[config.mk]
export PLATFORM = sky130hd
export DESIGN_NAME = weighted_round_robin_dispatcher
export DESIGN_NICKNAME = d
export VERILOG_FILES = /design/src/rtl/weighted_round_robin_dispatcher.sv
export SDC_FILE = /design/constraint.sdc
export NUM_CORES = 1
export LEC_CHECK = 0
export CAP_MARGIN = 20
export CORE_UTILIZATION = 60
export DETAILED_ROUTE_END_ITERATION = 6
export DONT_BUFFER_PORTS = 1
export GPL_TIMING_DRIVEN = 0
export PLACE_DENSITY_LB_ADDON = 0.12
export SETUP_SLACK_MARGIN = 0.3
export SLEW_MARGIN = 20
export SYNTH_ARGS = -nofsm -noshare
export SYNTH_HDL_FRONTEND = slang
export SYNTH_SLANG_ARGS = --single-unit
[constraint.sdc]
create_clock -name i_clk -period 5.7 [get_ports i_clk]
set_input_delay 0.57 -clock i_clk [delete_from_list [all_inputs] [get_ports i_clk]]
set_output_delay 0.57 -clock i_clk [all_outputs]
set_load 0.01 [all_outputs]
[src/rtl/weighted_round_robin_dispatcher.sv]
// Single-input, N-output weighted round-robin stream dispatcher.
// Each accepted beat is steered to one port's one-deep registered output slot.
module weighted_round_robin_dispatcher #(
    parameter int unsigned PORT_WIDTH   = 2,
    parameter int unsigned DATA_WIDTH   = 8,
    parameter int unsigned WEIGHT_WIDTH = 2,
    parameter bit [PORT_WIDTH-1:0][WEIGHT_WIDTH-1:0] WEIGHT = '1,
    localparam int unsigned IDX = (PORT_WIDTH > 1) ? $clog2(PORT_WIDTH) : 1
) (
    input  logic                                  i_clk,
    input  logic                                  i_rst_n,
    input  logic                                  i_valid,
    output logic                                  o_ready,
    input  logic [DATA_WIDTH-1:0]                 i_data,
    output logic [PORT_WIDTH-1:0]                 o_valid,
    input  logic [PORT_WIDTH-1:0]                 i_ready,
    output logic [PORT_WIDTH-1:0][DATA_WIDTH-1:0] o_data,
    output logic [IDX-1:0]                        o_select
);

    logic [PORT_WIDTH-1:0][WEIGHT_WIDTH-1:0] r_credit;
    logic [PORT_WIDTH-1:0][WEIGHT_WIDTH-1:0] w_credit_nxt;
    logic [IDX-1:0]                          r_ptr;
    logic [IDX-1:0]                          w_ptr_nxt;
    logic [PORT_WIDTH-1:0]                   r_valid;
    logic [PORT_WIDTH-1:0][DATA_WIDTH-1:0]   r_data;

    logic [PORT_WIDTH-1:0]                   w_enabled;
    logic [PORT_WIDTH-1:0]                   w_accept;
    logic [PORT_WIDTH-1:0]                   w_elig;
    logic [PORT_WIDTH-1:0]                   w_cand;
    logic [PORT_WIDTH-1:0]                   w_load;
    logic [IDX-1:0]                          w_pick;
    logic                                    w_found;
    logic                                    w_reload;
    logic                                    w_xfer;
    logic [WEIGHT_WIDTH-1:0]                 w_dec;
    logic                                    w_all_zero;

    function automatic logic [IDX-1:0] f_wrap(input logic [IDX-1:0] base,
                                              input int unsigned    off);
        int unsigned v;
        v = 32'(base) + off;
        if (v >= PORT_WIDTH) begin
            v = v - PORT_WIDTH;
        end
        return v[IDX-1:0];
    endfunction

    always_comb begin
        w_enabled = '0;
        w_accept  = '0;
        w_elig    = '0;
        for (int unsigned k = 0; k < PORT_WIDTH; k++) begin
            w_enabled[k] = (WEIGHT[k] != '0);
            w_accept[k]  = w_enabled[k] && (!r_valid[k] || i_ready[k]);
            w_elig[k]    = w_accept[k] && (r_credit[k] != '0);
        end
    end

    // Ports with credit win; once none has credit, any accepting port triggers a reload.
    assign w_reload = (w_elig == '0);
    assign w_cand   = w_reload ? w_accept : w_elig;

    always_comb begin
        w_found = 1'b0;
        w_pick  = '0;
        for (int unsigned i = 0; i < PORT_WIDTH; i++) begin
            if (!w_found && w_cand[f_wrap(r_ptr, i)]) begin
                w_found = 1'b1;
                w_pick  = f_wrap(r_ptr, i);
            end
        end
    end

    assign o_ready  = (w_accept != '0);
    assign o_select = w_pick;
    assign w_xfer   = i_valid && o_ready;
    assign w_load   = w_xfer ? (PORT_WIDTH'(1) << w_pick) : '0;

    // The pointer follows the decremented credit, not the refreshed one,
    // so a round that ends on port p resumes at p+1.
    always_comb begin
        w_credit_nxt = r_credit;
        w_ptr_nxt    = r_ptr;
        w_dec        = '0;
        w_all_zero   = 1'b1;
        if (w_xfer) begin
            if (w_reload) begin
                w_credit_nxt = WEIGHT;
                w_dec        = WEIGHT[w_pick] - WEIGHT_WIDTH'(1);
            end else begin
                w_dec        = r_credit[w_pick] - WEIGHT_WIDTH'(1);
            end
            w_credit_nxt[w_pick] = w_dec;
            if (!w_reload) begin
                for (int unsigned k = 0; k < PORT_WIDTH; k++) begin
                    if (w_enabled[k] && (w_credit_nxt[k] != '0)) begin
                        w_all_zero = 1'b0;
                    end
                end
                if (w_all_zero) begin
                    w_credit_nxt = WEIGHT;
                end
            end
            w_ptr_nxt = (w_dec != '0) ? w_pick : f_wrap(w_pick, 1);
        end
    end

    always_ff @(posedge i_clk or negedge i_rst_n) begin
        if (!i_rst_n) begin
            r_credit <= WEIGHT;
            r_ptr    <= '0;
            r_valid  <= '0;
            r_data   <= '0;
        end else begin
            r_credit <= w_credit_nxt;
            r_ptr    <= w_ptr_nxt;
            for (int unsigned k = 0; k < PORT_WIDTH; k++) begin
                if (w_load[k]) begin
                    r_valid[k] <= 1'b1;
                    r_data[k]  <= i_data;
                end else if (r_valid[k] && i_ready[k]) begin
                    r_valid[k] <= 1'b0;
                end
            end
        end
    end

    assign o_valid = r_valid;
    assign o_data  = r_data;

endmodule

==> results_dict.tcl <==
set metrics [dict create \
    status "complete, no violations" \
    post-route-period-util 0.388 \
    critical_path_required_ps 5130 \
    fp.dieH_um 47.1 \
    grt_pass1_vias 821 \
    layout-drive-gt1-share 0.346 \
    grt.met1_usage 0.290 \
    n_fill_cell 142 \
    grt.busiest_layer "met2" \
    critPathMaxFanout 8 \
    hold_buffer_count_at_cts 1 \
    ff2ff_setup_slack_ps 3610 \
    pin_count_of_the_biggest_net_entering_global_routing 20 \
    synth_warnings 0 \
    start_util 0.670 \
    post-cts-setup-buffers 0 \
    die_width_um 47.1 \
    final_core_util 0.707 \
    detailed_place_hpwl_mm 1.69 \
    drtPass1Iterations 4 \
    synth.net_count 115 \
    cp_data_arrival_time_ps 1640 \
    fin_total_pwr_w 0.000827 \
    place.gp.congestion 0.945 \
    layout.cells.most_common_list "19 x dfrtp_1, 11 x mux2_2, 6 x nor2_1" \
    port_buffers 0 \
    placeable_core_area_um2 1820 \
    h_tree_depth 1 \
    synthCells 102 \
    synth.lib_cells_used.distinct 42 \
    maxCapViolations 0 \
    yosys_register_bits 23 \
    clock_tree.root_cell "clkbuf_4" \
    synth_enable_flop_cells 0 \
    insertedDiodeCount 0 \
    synthToLayoutAreaGrowth_pct 5.54 \
    drt-wirelength-per-cell_um 17.8 \
    syn_area_um2 1220 \
    worst_setup_path_start_kind "flip-flop" \
    reg2reg_depth 7 \
    irDropWorstVdd_mv 0.355 \
    worstSetupPathType "reg -> out" \
    timing.critical_path.to_type "output port" \
    drtAntennaViolNets 0 \
    floorplan.io_pins 33 \
    detailed_route_wire_length_mm 2.36 \
    ys.flop_type "dfrtp_1" \
    tritoncts "yes" \
    total_leakage_power_nw 0.526 \
    hold_viol_final 0 \
    skew_ps 8.36 \
    clk-insertion-delay-late_ps 300 \
    rsz0062_at_grt "no" \
    final_nets 121 \
    avgSynthCellArea_um2 12.0 \
    grt_ovf 0 \
    setup.worst_path.start "r_credit[3]$_DFFE_PN1P_" \
    remaining_drc_errors 0 \
    clock_tree.buffer_depth 2 \
    final-max-slew-violation-count 0 \
    tns_ps 0 \
    drt_iter0_drc 26 \
    use_met2 0.408 \
    stdcell_count 132 \
    async_flop_share 1.00 \
    site_rows 15 \
    slew_headroom 0.438 \
    gr-usage-all-layers 0.241 \
    grt_pass1_wl_mm 3.59 \
    cts.clk_slew.worst_paths_ps 120 \
    avgViaCountPerCell 6.39 \
    numCtsBuffers 3 \
    clock.fmax_mhz 452 \
    worst_slew_pin_slew_ps 840 \
    post_cts_resize_count 0 \
    finalSetupViolCount 0 \
    vias 844 \
    grt_antenna_before_repair 0 \
    most_common_library_cell_in_the_layout_ignoring_fill_and_taps "dfrtp_1" \
    tritoncts_sink_count 23 \
    met3_usage 0.0885 \
    power_density_nw_per_um2 642 \
    floorplan.die_area_um2 2220 \
    r2r-end "o_data[9]$_DFFE_PN0P_" \
    yosysSeqAreaShare 0.476 \
    hold_removal_path_class "in -> async" \
    placed_cells 127 \
    worst_r2r_startpoint "r_credit[3]$_DFFE_PN1P_" \
    final.min_clock_period_ps 2210 \
]
stage by stage:
stage	instance area, um^2	hold slack [ps]	worst slack [ps]
3_5_place_dp	1250	275	3530
5_1_grt	1290	61.9	3410
3_3_place_gp	1250	275	3530
6_report	1290	90.8	3490
2_1_floorplan	1220	274	3710
4_1_cts	1290	83.1	3480
power breakdown:
part           total [W]  internal, W  switching [W]
registers       0.000363     0.000260       0.000103
logic           0.000394     0.000201       0.000193
clock network  0.0000705    0.0000273      0.0000433
routing by layer:
metal  wire length (um)  vias to the layer above
met3                183                        6
met4                 11                        0
met2               1190                       47
li1                   -                      384
met1                971                      407
met5                  0                        -
critical path, cell delays in order (launching register included):
cell and delay (ps):
dfstp_2 550, buf_6 120, or2_4 150, a21oi_4 70, a211oi_4 450
flip-flops by register name (all words and copies together) (netlist names):
signal / flops
o_valid: 2
o_data: 16
r_ptr: 1
r_credit: 4
final cells by class:
type	instances	area, um^2	area share
buffer	6	42.5	0.0330
clock buffer	4	26.3	0.0204
inverter	1	3.75	0.00292
multi-input combinational	72	593	0.461
sequential	23	581	0.451
tap	25	31.3	0.0243
timing repair buffer	1	10.0	0.00777
cell families after synthesis:
group / count (synthesis) / synth area share
buffers and inverters: 7 / 0.0379
and+or+nand+nor: 28 / 0.137
DFF: 23 / 0.476
muxes: 16 / 0.163
xor gates and xnor gates: 1 / 0.00718
AOI/OAI and AO/OA: 27 / 0.178
worst max path at each step:
stage | cells past startpoint | end
floorplan | 6 | o_data[10]$_DFFE_PN0P_
global placement | 6 | o_data[11]$_DFFE_PN0P_
detailed placement | 6 | o_data[9]$_DFFE_PN0P_
CTS | 4 | o_select
global route | 4 | o_select
finish | 4 | o_select
Yosys cell counts, types with 2 or more instances:
cell type	number	area, um^2
a21oi_1	3	15.0
a311oi_1	2	17.5
a31oi_1	2	12.5
and2b_1	2	15.0
buf_6	2	22.5
clkbuf_1	2	7.51
dfrtp_1	19	475
dfstp_2	4	105
mux2_2	11	124
mux2_4	5	75.1
nand2_1	4	15.0
nand2b_1	3	18.8
nand3_1	2	10.0
nor2_1	6	22.5
o211ai_1	2	15.0
o21a_1	2	15.0
o21ai_0	5	25.0
or2_2	2	12.5
Power figures use the tool's default switching activity.
